`config.mk`:
```
export PLATFORM = sky130hd
export DESIGN_NAME = argon_alu_seq
export DESIGN_NICKNAME = d
export VERILOG_FILES = /design/src/rtl/argon_alu_seq.sv
export SDC_FILE = /design/constraint.sdc
export NUM_CORES = 1
export LEC_CHECK = 0
export ABC_AREA = 0
export BUFFER_PORTS_ARGS = -buffer_cell sky130_fd_sc_hd__buf_4
export CAP_MARGIN = 20
export CORE_MARGIN = 4
export CORE_UTILIZATION = 60
export DETAILED_ROUTE_END_ITERATION = 10
export PLACE_DENSITY = 0.89
export SLEW_MARGIN = 40
export SYNTH_ARGS = -nofsm -noshare
export SYNTH_HDL_FRONTEND = slang
export SYNTH_SLANG_ARGS = --single-unit
```
`constraint.sdc`:
```
create_clock -name i_Clk -period 7.98 [get_ports i_Clk]
set_input_delay 1.596 -clock i_Clk [delete_from_list [all_inputs] [get_ports i_Clk]]
set_output_delay 1.596 -clock i_Clk [all_outputs]
set_load 0.01 [all_outputs]
```
`src/rtl/argon_alu_seq.sv`:
```
// Handshaked Argon ALU: single-cycle ops with a registered result, plus an optional
// iterative shift-add multiplier compiled in with ARGON_ALU_MUL_EN.
module argon_alu_seq #(
  parameter int unsigned WIDTH = 16
) (
  input  logic             i_Clk,
  input  logic             i_Reset,
  input  logic             i_valid,
  output logic             o_ready,
  input  logic [4:0]       i_op,
  input  logic [WIDTH-1:0] i_a,
  input  logic [WIDTH-1:0] i_b,
  input  logic [7:0]       i_flags,
  output logic             o_valid,
  output logic [WIDTH-1:0] o_result,
  output logic [7:0]       o_flags
);

  localparam int unsigned SW = $clog2(WIDTH);

  localparam logic [4:0] ALU_ADD  = 5'd0;
  localparam logic [4:0] ALU_ADC  = 5'd1;
  localparam logic [4:0] ALU_SUB  = 5'd2;
  localparam logic [4:0] ALU_SBB  = 5'd3;
  localparam logic [4:0] ALU_CMP  = 5'd4;
  localparam logic [4:0] ALU_INC  = 5'd5;
  localparam logic [4:0] ALU_DEC  = 5'd6;
  localparam logic [4:0] ALU_NAND = 5'd7;
  localparam logic [4:0] ALU_AND  = 5'd8;
  localparam logic [4:0] ALU_OR   = 5'd9;
  localparam logic [4:0] ALU_NOR  = 5'd10;
  localparam logic [4:0] ALU_XOR  = 5'd11;
  localparam logic [4:0] ALU_LSH  = 5'd12;
  localparam logic [4:0] ALU_RSH  = 5'd13;
  localparam logic [4:0] ALU_ROL  = 5'd14;
  localparam logic [4:0] ALU_ROR  = 5'd15;

  localparam int unsigned F_CARRY   = 0;
  localparam int unsigned F_BORROW  = 1;
  localparam int unsigned F_ZERO    = 2;
  localparam int unsigned F_EQUAL   = 3;
  localparam int unsigned F_GREATER = 4;
  localparam int unsigned F_LESS    = 5;
  localparam int unsigned F_ERROR   = 6;

  logic             valid_q, valid_d;
  logic [WIDTH-1:0] result_q, result_d;
  logic [7:0]       flags_q, flags_d;

  logic [WIDTH-1:0]   alu_y;
  logic [7:0]         alu_f;
  logic               alu_zf;
  logic [WIDTH:0]     sum;
  logic [2*WIDTH-1:0] rot;
  logic [SW-1:0]      shamt;
  logic               unused_flags;

  assign shamt        = i_b[SW-1:0];
  assign unused_flags = ^i_flags[7:2];

  // Single-cycle datapath, evaluated on the live request inputs at accept
  always_comb begin
    alu_y  = '0;
    alu_f  = '0;
    alu_zf = 1'b1;
    sum    = '0;
    rot    = '0;
    unique case (i_op)
      ALU_ADD, ALU_ADC: begin
        sum = {1'b0, i_a} + {1'b0, i_b}
            + (WIDTH+1)'((i_op == ALU_ADC) & i_flags[F_CARRY]);
        alu_y          = sum[WIDTH-1:0];
        alu_f[F_CARRY] = sum[WIDTH];
      end
      ALU_SUB, ALU_SBB: begin
        sum = {1'b0, i_a} - {1'b0, i_b}
            - (WIDTH+1)'((i_op == ALU_SBB) & i_flags[F_BORROW]);
        alu_y           = sum[WIDTH-1:0];
        alu_f[F_BORROW] = sum[WIDTH];
      end
      ALU_CMP: begin
        alu_zf           = 1'b0;
        alu_f[F_EQUAL]   = (i_a == i_b);
        alu_f[F_GREATER] = (i_a > i_b);
        alu_f[F_LESS]    = (i_a < i_b);
      end
      ALU_INC:  alu_y = i_a + WIDTH'(1);
      ALU_DEC:  alu_y = i_a - WIDTH'(1);
      ALU_NAND: alu_y = ~(i_a & i_b);
      ALU_AND:  alu_y = i_a & i_b;
      ALU_OR:   alu_y = i_a | i_b;
      ALU_NOR:  alu_y = ~(i_a | i_b);
      ALU_XOR:  alu_y = i_a ^ i_b;
      ALU_LSH:  alu_y = i_a << shamt;
      ALU_RSH:  alu_y = i_a >> shamt;
      ALU_ROL: begin
        rot   = {i_a, i_a} << shamt;
        alu_y = rot[2*WIDTH-1:WIDTH];
      end
      ALU_ROR: begin
        rot   = {i_a, i_a} >> shamt;
        alu_y = rot[WIDTH-1:0];
      end
      default: begin
        alu_zf         = 1'b0;
        alu_f[F_ERROR] = 1'b1;
      end
    endcase
    if (alu_zf) alu_f[F_ZERO] = (alu_y == '0);
  end

`ifdef ARGON_ALU_MUL_EN
  localparam int unsigned CW = SW + 1;

  typedef enum logic {S_IDLE, S_BUSY} state_t;

  state_t             state_q, state_d;
  logic [2*WIDTH-1:0] mcand_q, mcand_d;
  logic [2*WIDTH-1:0] acc_q, acc_d;
  logic [2*WIDTH-1:0] acc_step;
  logic [WIDTH-1:0]   mplier_q, mplier_d;
  logic [CW-1:0]      count_q, count_d;
  logic               mulh_q, mulh_d;
  logic [WIDTH-1:0]   mul_y;

  always_ff @(posedge i_Clk) begin
    if (i_Reset) begin
      state_q  <= S_IDLE;
      mcand_q  <= '0;
      acc_q    <= '0;
      mplier_q <= '0;
      count_q  <= '0;
      mulh_q   <= 1'b0;
    end else begin
      state_q  <= state_d;
      mcand_q  <= mcand_d;
      acc_q    <= acc_d;
      mplier_q <= mplier_d;
      count_q  <= count_d;
      mulh_q   <= mulh_d;
    end
  end

  // Next state: single-cycle ops retire from IDLE; MUL/MULH iterate one bit per cycle in BUSY
  always_comb begin
    state_d  = state_q;
    mcand_d  = mcand_q;
    acc_d    = acc_q;
    mplier_d = mplier_q;
    count_d  = count_q;
    mulh_d   = mulh_q;
    valid_d  = 1'b0;
    result_d = result_q;
    flags_d  = flags_q;
    acc_step = '0;
    mul_y    = '0;
    unique case (state_q)
      S_IDLE: begin
        if (i_valid) begin
          if (i_op == 5'd16 || i_op == 5'd17) begin
            mcand_d  = {WIDTH'(0), i_a};
            mplier_d = i_b;
            acc_d    = '0;
            count_d  = CW'(WIDTH);
            mulh_d   = i_op[0];
            state_d  = S_BUSY;
          end else begin
            valid_d  = 1'b1;
            result_d = alu_y;
            flags_d  = alu_f;
          end
        end
      end
      S_BUSY: begin
        acc_step = acc_q + (mplier_q[0] ? mcand_q : '0);
        acc_d    = acc_step;
        mcand_d  = mcand_q << 1;
        mplier_d = mplier_q >> 1;
        count_d  = count_q - CW'(1);
        if (count_q == CW'(1)) begin
          mul_y            = mulh_q ? acc_step[2*WIDTH-1:WIDTH] : acc_step[WIDTH-1:0];
          state_d          = S_IDLE;
          valid_d          = 1'b1;
          result_d         = mul_y;
          flags_d          = '0;
          flags_d[F_CARRY] = (acc_step[2*WIDTH-1:WIDTH] != '0);
          flags_d[F_ZERO]  = (mul_y == '0);
        end
      end
      default: state_d = S_IDLE;
    endcase
  end

  assign o_ready = (state_q == S_IDLE);
`else
  always_comb begin
    valid_d  = i_valid;
    result_d = i_valid ? alu_y : result_q;
    flags_d  = i_valid ? alu_f : flags_q;
  end

  assign o_ready = 1'b1;
`endif

  always_ff @(posedge i_Clk) begin
    if (i_Reset) begin
      valid_q  <= 1'b0;
      result_q <= '0;
      flags_q  <= '0;
    end else begin
      valid_q  <= valid_d;
      result_q <= result_d;
      flags_q  <= flags_d;
    end
  end

  assign o_valid  = valid_q;
  assign o_result = result_q;
  assign o_flags  = flags_q;

endmodule

```
==> results of run 1 <==
[cells in the final DEF (no fill, tap or decap), drive strengths merged, types with 17 or more instances in the layout]
cell / netlist / layout
mux2: 17 / 17
nor3: 20 / 20
inv: 62 / 62
a211oi: 30 / 30
o22ai: 22 / 22
mux2i: 47 / 47
a21oi: 58 / 58
mux4: 22 / 22
dfxtp: 24 / 24
nor2: 94 / 94
a21o: 17 / 17
ha: 93 / 93
o21ai: 52 / 52
o211ai: 17 / 17
nand3: 26 / 26
buf: 31 / 72
nand2: 68 / 68
[kinds of logic after synthesis]
logic type / Yosys count / share of synthesized area
other cells: 2 / 0.00104
fa+ha+maj: 98 / 0.174
flops: 24 / 0.0663
xor+xnor: 29 / 0.0351
buf+inv: 126 / 0.0765
mux: 86 / 0.160
compound gates: 296 / 0.279
simple gates: 305 / 0.208
[routing by layer]
metal  up-vias  routed length [um]  global-route usage  share of wire
met5         -                   0                   0              0
met1      3791               10800               0.504           0.41
li1       3628                   -                   -              -
met3        81                3060              0.0533           0.12
met4         0                 959               0.130          0.036
met2       559               11700               0.569           0.44
[path summary, 6_finish.rpt]
| kind | from | end | slack, ns | cells after the start |
|---|---|---|---|---|
| worst min register to register | o_flags[1]$_SDFFE_PP0P_ | o_flags[1]$_SDFFE_PP0P_ | 0.47 | 2 |
| worst max register to register | o_result[9]$_SDFFE_PP0P_ | o_result[9]$_SDFFE_PP0P_ | 7.19 | 2 |
| worst min-delay path | o_flags[1]$_SDFFE_PP0P_ | o_flags[1]$_SDFFE_PP0P_ | 0.47 | 2 |
| worst max-delay path | i_op[3] | o_flags[2]$_SDFFE_PP0P_ | 1.92 | 16 |
[power breakdown]
group	switching [W]	total (W)	internal, W
Clock	0.0000440	0.000144	0.0000998
Combinational	0.000296	0.000485	0.000189
Sequential	0.00000385	0.000131	0.000127
Total	0.000344	0.000759	0.000416
[sequential cells by signal, summed over array words and instances, names as in the netlist]
signal / flops
o_valid: 1
o_result: 16
o_flags: 7
[per-stage QoR]
stage                     total power (W)  hold WS [ns]  setup WS (ns)
after global placement           0.000592         0.455           1.75
after global routing             0.000802         0.496           1.70
after CTS                        0.000742         0.469           1.99
after floorplan                  0.000464         0.490           1.63
after detailed placement         0.000598         0.459           1.73
final                            0.000759         0.469           1.92
[final cells by class]
cell class,count,area share
Multi-Input combinational cell,816,0.802
Clock inverter,1,0.00387
Clock buffer,3,0.00966
Timing Repair Buffer,72,0.0696
Inverter,63,0.0304
Sequential cell,24,0.0619
Tap cell,143,0.0230
[worst register-to-register path, stage by stage (launching register included)]
cell and delay (ns):
dfxtp_1 0.31, or2_2 0.26, o211a_1 0.12
==> flow_metrics.env, run 1 <==
export IMPL_status="completed"
export IMPL_required_ns=8.19
export IMPL_ioPinCount=74
export IMPL_start_util=0.624
export IMPL_worst_slew_pin_transition_ns=0.894
export IMPL_ys_seq_area_frac=0.0663
export IMPL_period_needed_ns=6.06
export IMPL_dpl_cell_area_mm2=0.00766
export IMPL_worst_setup_path_type="input pin to register"
export IMPL_antenna_found_initial=0
export IMPL_setup_violations=0
export IMPL_peakVddDrop_mv=0.0727
export IMPL_final_cells=1122
export IMPL_hpwl_um=20200
export IMPL_design_area_mm2=0.00777
export IMPL_synth_seq_cells=24
export IMPL_port_buffers=65
export IMPL_rsz0062_at_grt="false"
export IMPL_synth_distinct_cells=82
export IMPL_synth_edf_count=0
export IMPL_clock_sinks=24
export IMPL_wl_per_cell_um=23.6
export IMPL_cp_max_fo=11
export IMPL_synthTopCellsByArea="ha_1 (16%), dfxtp_1 (6.6%), mux4_2 (6.5%), mux2i_1 (6.5%), nor2_1 (4.8%)"
export IMPL_synth_area_leader_cell="ha_1"
export IMPL_post_cts_setup_buffers=0
export IMPL_vias=8059
export IMPL_core_area_mm2=0.0116
export IMPL_layout_nets=1126
export IMPL_area_growth_pct=7.22
export IMPL_die_height_um=118
export IMPL_routed_via_density=7.18
export IMPL_clkTransAtPathRegs_ns=0.06
export IMPL_synth_cells=966
export IMPL_start_kind="input pin"
export IMPL_gp_congestion=1.05
export IMPL_slowest_stage="nor3_1"
export IMPL_die_x_um=118
export IMPL_cpLargestDelayFamily="simple AND/OR/NAND/NOR gates"
export IMPL_slew_headroom=0.401
export IMPL_netlist_area_mm2=0.00724
export IMPL_utilization=0.669
export IMPL_tns_ns=0
export IMPL_max_stage_delay_ns=0.64
export IMPL_grt_max_degree=61
export IMPL_p_leak_nw=3.43
export IMPL_async_flop_share=0
export IMPL_first_iter_violations=1017
export IMPL_fin_crit_sh=0.759
export IMPL_cts_tree="built"
export IMPL_hold_path_class="register to register"
export IMPL_clkLatencyLatePin_ns=0.26
export IMPL_hold_buffers=0
export IMPL_end_kind="register"
export IMPL_cts_root_buf="clkbuf_16"
export IMPL_routed_wl_um=26500
export IMPL_syn_area_per_cell_um2=7.50
export IMPL_arrival_ns=6.27
export IMPL_synth_nets=1112
export IMPL_grt_pass1_wl_um=41000
export IMPL_synth_top_area_frac=0.161
export IMPL_multi_input_area_mm2=0.00623
export IMPL_num_fill_cells=1044
export IMPL_drive_gt1_frac=0.131
export IMPL_diodes=0
export IMPL_slew_viol_final=0
export IMPL_grtUsageTotal=0.362
export IMPL_cts_max_path_buffers=2
export IMPL_grt_ovfl_total=0
export IMPL_dp_cells=1118
export IMPL_synth_ff_type="dfxtp_1"
export IMPL_cp_num_buf_inv=2
export IMPL_cts_max_level=1
export IMPL_dieArea_mm2=0.0139
export IMPL_skew_ns=0
export IMPL_pwr_density_cell_mw_per_mm2=97.7
export IMPL_cts_buffers=3
export IMPL_drc=0
export IMPL_seq_area_um2=480
export IMPL_grt_pass1_vias=7287
export IMPL_post_cts_resized=0
export IMPL_synth_commonest_cells="ha_1 (93), nor2_1 (93), nand2_1 (68), inv_1 (60), a21oi_1 (58)"
export IMPL_rows=39
export IMPL_ys_warn_count=0
export IMPL_path_cells="buf_4 -> nor3_1 -> nand4_1 -> fa_1 -> inv_1 -> ha_1 -> o211a_1 -> o41ai_1 -> nor2_1 -> o21ai_1 -> xor2_1 -> nor2_1 -> or4_1 -> or4_1 -> nor4b_2 -> a31o_1"
export IMPL_max_freq_mhz=165
export IMPL_ant_nets=0
export IMPL_cap_violations=0
export IMPL_drtPass1Iterations=5
export IMPL_hold_viol=0
(Power assumes the default switching activity.)
==> run 2, diff against run 1 <==
clock period = 5.8 ns   (was 7.98 ns; I/O delays follow)
==> run 2 against run 1 <==
Compared with the run above:
- power up 40%
- register-to-register slack worse by 2.2 ns
- critical path type unchanged
- first-iteration DRC count up 9.9%
- clock-buffer cell count unchanged
- cell count up 0.98%
- combinational power up 41%
- critical path depth down 1
- die area unchanged
- sequential share of layout area down 0.066 points
- clock skew unchanged
- clock power up 37%
==> flow_metrics.env, run 2 (synthesis gave the netlist of run 1 again) <==
export IMPL_drive_gt1_frac=0.140
export IMPL_skew_ns=0
export IMPL_slew_headroom=0.452
export IMPL_area_growth_pct=8.38
export IMPL_ioPinCount=74
export IMPL_slew_viol_final=0
export IMPL_rr_worst_depth=2
export IMPL_cts_max_level=1
export IMPL_fin_crit_sh=0.911
export IMPL_cap_violations=0
export IMPL_rrSetupSlack_ns=4.98
export IMPL_switching_power_w=0.000482
export IMPL_grtUsageTotal=0.378
export IMPL_layout_nets=1137
export IMPL_whs_endpoint="o_result[12]$_SDFFE_PP0P_"
export IMPL_clock_sinks=24
export IMPL_period_needed_ns=5.28
export IMPL_cts_buffers=3
export IMPL_worst_slew_pin_transition_ns=0.811
export IMPL_grt_pass1_wl_um=42200
export IMPL_max_freq_mhz=189
export IMPL_largest_register_ffs=16
export IMPL_hold_viol=0
export IMPL_peakVddDrop_mv=0.102
export IMPL_hold_path_depth=2
export IMPL_cts_tree="built"
export IMPL_vias=8104
export IMPL_routed_wl_um=27500
export IMPL_wl_per_cell_um=24.3
export IMPL_die_height_um=118
export IMPL_cts_root_buf="clkbuf_16"
export IMPL_drtPass1Iterations=5
export IMPL_tns_ns=0
export IMPL_clkLatencyLatePin_ns=0.26
export IMPL_core_area_mm2=0.0116
export IMPL_holdWs_ns=0.475
export IMPL_first_iter_violations=1118
export IMPL_cp_max_fo=13
export IMPL_die_x_um=118
export IMPL_diodes=0
export IMPL_hold_buffers=0
export IMPL_r2r_start="o_result[9]$_SDFFE_PP0P_"
export IMPL_dp_cells=1129
export IMPL_clkTransAtPathRegs_ns=0.06
export IMPL_pwr_density_cell_mw_per_mm2=135
export IMPL_final_cells=1133
export IMPL_grt_max_degree=48
export IMPL_hold_path_class="register to register"
export IMPL_final_cell_mix="nor2_1 (93), ha_1 (93), buf_4 (83)"
export IMPL_combPwrFrac=0.645
export IMPL_grt_ovfl_total=0
export IMPL_reg2reg_to="o_result[9]$_SDFFE_PP0P_"
export IMPL_drc=0
export IMPL_end_kind="register"
export IMPL_switching_share=0.455
export IMPL_cts_max_path_buffers=2
export IMPL_arrival_ns=5.49
export IMPL_rows=39
export IMPL_hpwl_um=21100
export IMPL_antenna_found_initial=0
export IMPL_power_total_w=0.00106
export IMPL_status="completed"
export IMPL_start_kind="input pin"
export IMPL_post_cts_resized=0
export IMPL_pwr_share_clk=0.186
export IMPL_dieArea_mm2=0.0139
export IMPL_gp_congestion=1.01
export IMPL_start_util=0.624
export IMPL_min_from="o_result[12]$_SDFFE_PP0P_"
export IMPL_p_leak_nw=3.48
export IMPL_p_int_w=0.000578
export IMPL_post_cts_setup_buffers=0
export IMPL_rsz0062_at_grt="false"
export IMPL_port_buffers=65
export IMPL_setup_violations=0
export IMPL_worst_setup_path_type="input pin to register"
export IMPL_required_ns=6.01
export IMPL_ant_nets=0
export IMPL_p_seq_frac=0.169
export IMPL_routed_via_density=7.15
export IMPL_grt_pass1_vias=7312
-- run 2: cell count changes in the layout (fill, tap and decap cells not counted), sizes merged --
cell	previous run	this run
buf	72	83
-- run 2: critical path, stage by stage --
cell and delay [ns]:
buf_4 0.17, nor3b_1 0.27, nor3b_2 0.67, buf_4 0.26, ha_1 0.28, and3_1 0.17, a22o_1 0.24, or3_1 0.31
nand3_1 0.13, nand4_1 0.20, a211oi_1 0.36, nand4_1 0.21, or4_1 0.61, nor4b_2 0.27, a31o_1 0.17
-- run 2: cell type report --
type	instances	area, um^2
Tap cell	143	179
Clock inverter	1	30.0
Fill cell	990	3760
Multi-Input combinational cell	816	6230
Inverter	63	236
Sequential cell	24	480
Clock buffer	3	75.1
Timing Repair Buffer	83	623
-- run 2: layer usage --
| layer | vias to the layer above | share of wire | track usage | routed length (um) |
|---|---|---|---|---|
| met5 | - | 0 | 0 | 0 |
| met4 | 0 | 0.030 | 0.105 | 818 |
| met3 | 77 | 0.12 | 0.0788 | 3410 |
| met2 | 604 | 0.45 | 0.605 | 12300 |
| met1 | 3768 | 0.40 | 0.514 | 11000 |
| li1 | 3655 | - | - | - |
-- run 2: worst max-delay path by stage --
stage	start	end	slack, ns	cells past startpoint
3_5_place_dp	i_op[2]	o_flags[2]$_SDFFE_PP0P_	0.40	15
4_1_cts	i_op[2]	o_flags[2]$_SDFFE_PP0P_	0.65	15
6_report	i_op[2]	o_flags[2]$_SDFFE_PP0P_	0.52	15
2_1_floorplan	i_op[0]	o_flags[2]$_SDFFE_PP0P_	0.11	19
3_3_place_gp	i_op[2]	o_flags[2]$_SDFFE_PP0P_	0.50	15
5_1_grt	i_op[2]	o_flags[2]$_SDFFE_PP0P_	0.31	15
-- run 2: stage by stage --
stage / worst slack, ns / utilization / instance area, um^2
after floorplan: 0.108 / - / 7250
after global placement: 0.499 / 0.666 / 7740
after detailed placement: 0.403 / 0.667 / 7750
after CTS: 0.655 / 0.676 / 7850
after global routing: 0.306 / 0.676 / 7850
final: 0.519 / 0.676 / 7850
-- run 2: power groups by stage --
| stage | Sequential, W | Clock (W) | Combinational [W] |
|---|---|---|---|
| after floorplan | 0.000187 | 0 | 0.000452 |
| after global placement | 0.000182 | 0 | 0.000647 |
| after detailed placement | 0.000183 | 0 | 0.000655 |
| after CTS | 0.000180 | 0.000197 | 0.000660 |
| after global routing | 0.000181 | 0.000206 | 0.000732 |
| final | 0.000180 | 0.000197 | 0.000684 |
==> run 3, diff against run 2 <==
MAX_ROUTING_LAYER = met4   (was not set)
==> run 3 against run 2 <==
Compared with the run above:
- power down 0.73%
- via count decreased by 0.32%
- critical path depth is 1 higher
- sequential cell count is the same
- global-route usage grew 0.12 points
- fmax increased by 2.1%
- clock power hardly changed
- critical endpoint unchanged
- die area unchanged
- cell area about the same
- hold slack worse by 0.010 ns
- non-clock buffer count did not move
- combinational power is 1% lower
==> flow_metrics.env, run 3 (synthesis gave the netlist of run 1 again) <==
export IMPL_hold_path_class="register to register"
export IMPL_setup_slack_ns=0.629
export IMPL_end_kind="register"
export IMPL_path_cells="buf_4 -> nor3_1 -> nand4_1 -> fa_1 -> inv_1 -> ha_1 -> o211a_1 -> o41ai_1 -> nor2_1 -> o21ai_1 -> xor2_1 -> nor2_1 -> or4_1 -> or4_1 -> nor4b_2 -> a31o_1"
export IMPL_cts_tree="built"
export IMPL_dpl_cell_area_mm2=0.00774
export IMPL_hold_buffers=0
export IMPL_layout_nets=1137
export IMPL_period_needed_ns=5.17
export IMPL_cts_max_path_buffers=2
export IMPL_holdWs_ns=0.465
export IMPL_reg2reg_to="o_result[9]$_SDFFE_PP0P_"
export IMPL_arrival_ns=5.38
export IMPL_worst_setup_path_type="input pin to register"
export IMPL_cp_num_buf_inv=2
export IMPL_max_freq_mhz=193
export IMPL_post_cts_setup_buffers=0
export IMPL_hold_viol=0
export IMPL_status="completed"
export IMPL_largest_register_ffs=16
export IMPL_drtPass1Iterations=6
export IMPL_die_height_um=118
export IMPL_start_kind="input pin"
export IMPL_hold_path_depth=2
export IMPL_dieArea_mm2=0.0139
export IMPL_fin_crit_sh=0.892
export IMPL_clock_sinks=24
export IMPL_routed_wl_um=26900
export IMPL_slew_headroom=0.425
export IMPL_required_ns=6.01
export IMPL_cpLargestDelayFamily="simple AND/OR/NAND/NOR gates"
export IMPL_max_stage_delay_ns=0.58
export IMPL_diodes=0
export IMPL_wl_per_cell_um=23.7
export IMPL_antenna_found_initial=0
export IMPL_routed_via_density=7.13
export IMPL_p_leak_nw=3.49
export IMPL_post_place_ws_ns=0.455
export IMPL_design_area_mm2=0.00786
export IMPL_pwr_density_cell_mw_per_mm2=134
export IMPL_first_iter_violations=1096
export IMPL_peakVddDrop_mv=0.0856
export IMPL_ant_nets=0
export IMPL_final_cell_mix="nor2_1 (93), ha_1 (93), buf_4 (83)"
export IMPL_post_cts_resized=0
export IMPL_tns_ns=0
export IMPL_cp_max_fo=11
export IMPL_clkLatencyLatePin_ns=0.26
export IMPL_grt_max_degree=48
export IMPL_rrSetupSlack_ns=5.00
export IMPL_area_growth_pct=8.45
export IMPL_grt_pass1_vias=7129
export IMPL_skew_ns=0
export IMPL_grt_pass1_wl_um=41300
export IMPL_slowest_stage="or4_1"
export IMPL_r2r_start="o_result[9]$_SDFFE_PP0P_"
export IMPL_cts_buffers=3
export IMPL_rows=39
export IMPL_whs_endpoint="o_result[12]$_SDFFE_PP0P_"
export IMPL_start_util=0.624
export IMPL_utilization=0.676
export IMPL_rsz0062_at_grt="false"
export IMPL_hpwl_um=20800
export IMPL_vias=8078
export IMPL_grt_ovfl_total=0
export IMPL_grtUsageTotal=0.379
export IMPL_port_buffers=65
export IMPL_min_from="o_result[12]$_SDFFE_PP0P_"
export IMPL_cts_max_level=1
export IMPL_clkTransAtPathRegs_ns=0.06
export IMPL_drc=0
export IMPL_ioPinCount=74
export IMPL_slew_viol_final=0
export IMPL_drive_gt1_frac=0.140
export IMPL_setup_violations=0
export IMPL_gp_congestion=1.07
export IMPL_die_x_um=118
export IMPL_rr_worst_depth=2
export IMPL_cap_violations=0
export IMPL_core_area_mm2=0.0116
export IMPL_cts_root_buf="clkbuf_16"
export IMPL_worst_slew_pin_transition_ns=0.851
[run 3: cell counts in the layout (fill, tap and decap cells not counted)]
No cell type changed its count.
[run 3: final cells by class]
cell class | instances | area [um^2]
Multi-Input combinational cell | 816 | 6230
Fill cell | 994 | 3760
Timing Repair Buffer | 83 | 623
Sequential cell | 24 | 480
Inverter | 63 | 236
Tap cell | 143 | 179
Clock buffer | 3 | 75.1
Clock inverter | 1 | 30.0
[run 3: per-stage QoR]
step,power (W),cells
finish,0.00105,1133
global route,0.00111,1133
CTS,0.00103,1133
detailed placement,0.000831,1129
global placement,0.000823,1129
floorplan,0.000639,966
[run 3: worst register-to-register path: cells and delay by family, from the launching register on]
kind	cells	cell delay (ns)
AO/OA/AOI/OAI	1	0.12
AND/OR/NAND/NOR	1	0.27
flip-flops	1	0.31
[run 3: where the power goes]
part | leakage, nW | internal (W) | switching [W]
combinational | 3.24 | 0.000264 | 0.000411
clock | 0.0511 | 0.000137 | 0.0000610
sequential | 0.197 | 0.000175 | 0.00000519
[run 3: worst max-delay path by stage]
stage / from / end / slack (ns) / cells after the start
3_3_place_gp: i_op[3] / o_flags[2]$_SDFFE_PP0P_ / 0.50 / 16
2_1_floorplan: i_op[0] / o_flags[2]$_SDFFE_PP0P_ / 0.11 / 19
3_5_place_dp: i_op[3] / o_flags[2]$_SDFFE_PP0P_ / 0.45 / 16
6_report: i_op[3] / o_flags[2]$_SDFFE_PP0P_ / 0.63 / 16
5_1_grt: i_op[2] / o_flags[2]$_SDFFE_PP0P_ / 0.37 / 16
4_1_cts: i_op[3] / o_flags[2]$_SDFFE_PP0P_ / 0.70 / 16
[run 3: per-layer routing]
metal  global-route usage  vias up  share of wire
li1                     -     3660              -
met2                0.603      577           0.45
met4               0.0799        0          0.027
met1                0.526     3774           0.41
met3               0.0351       67           0.11
met5                    -        -              0
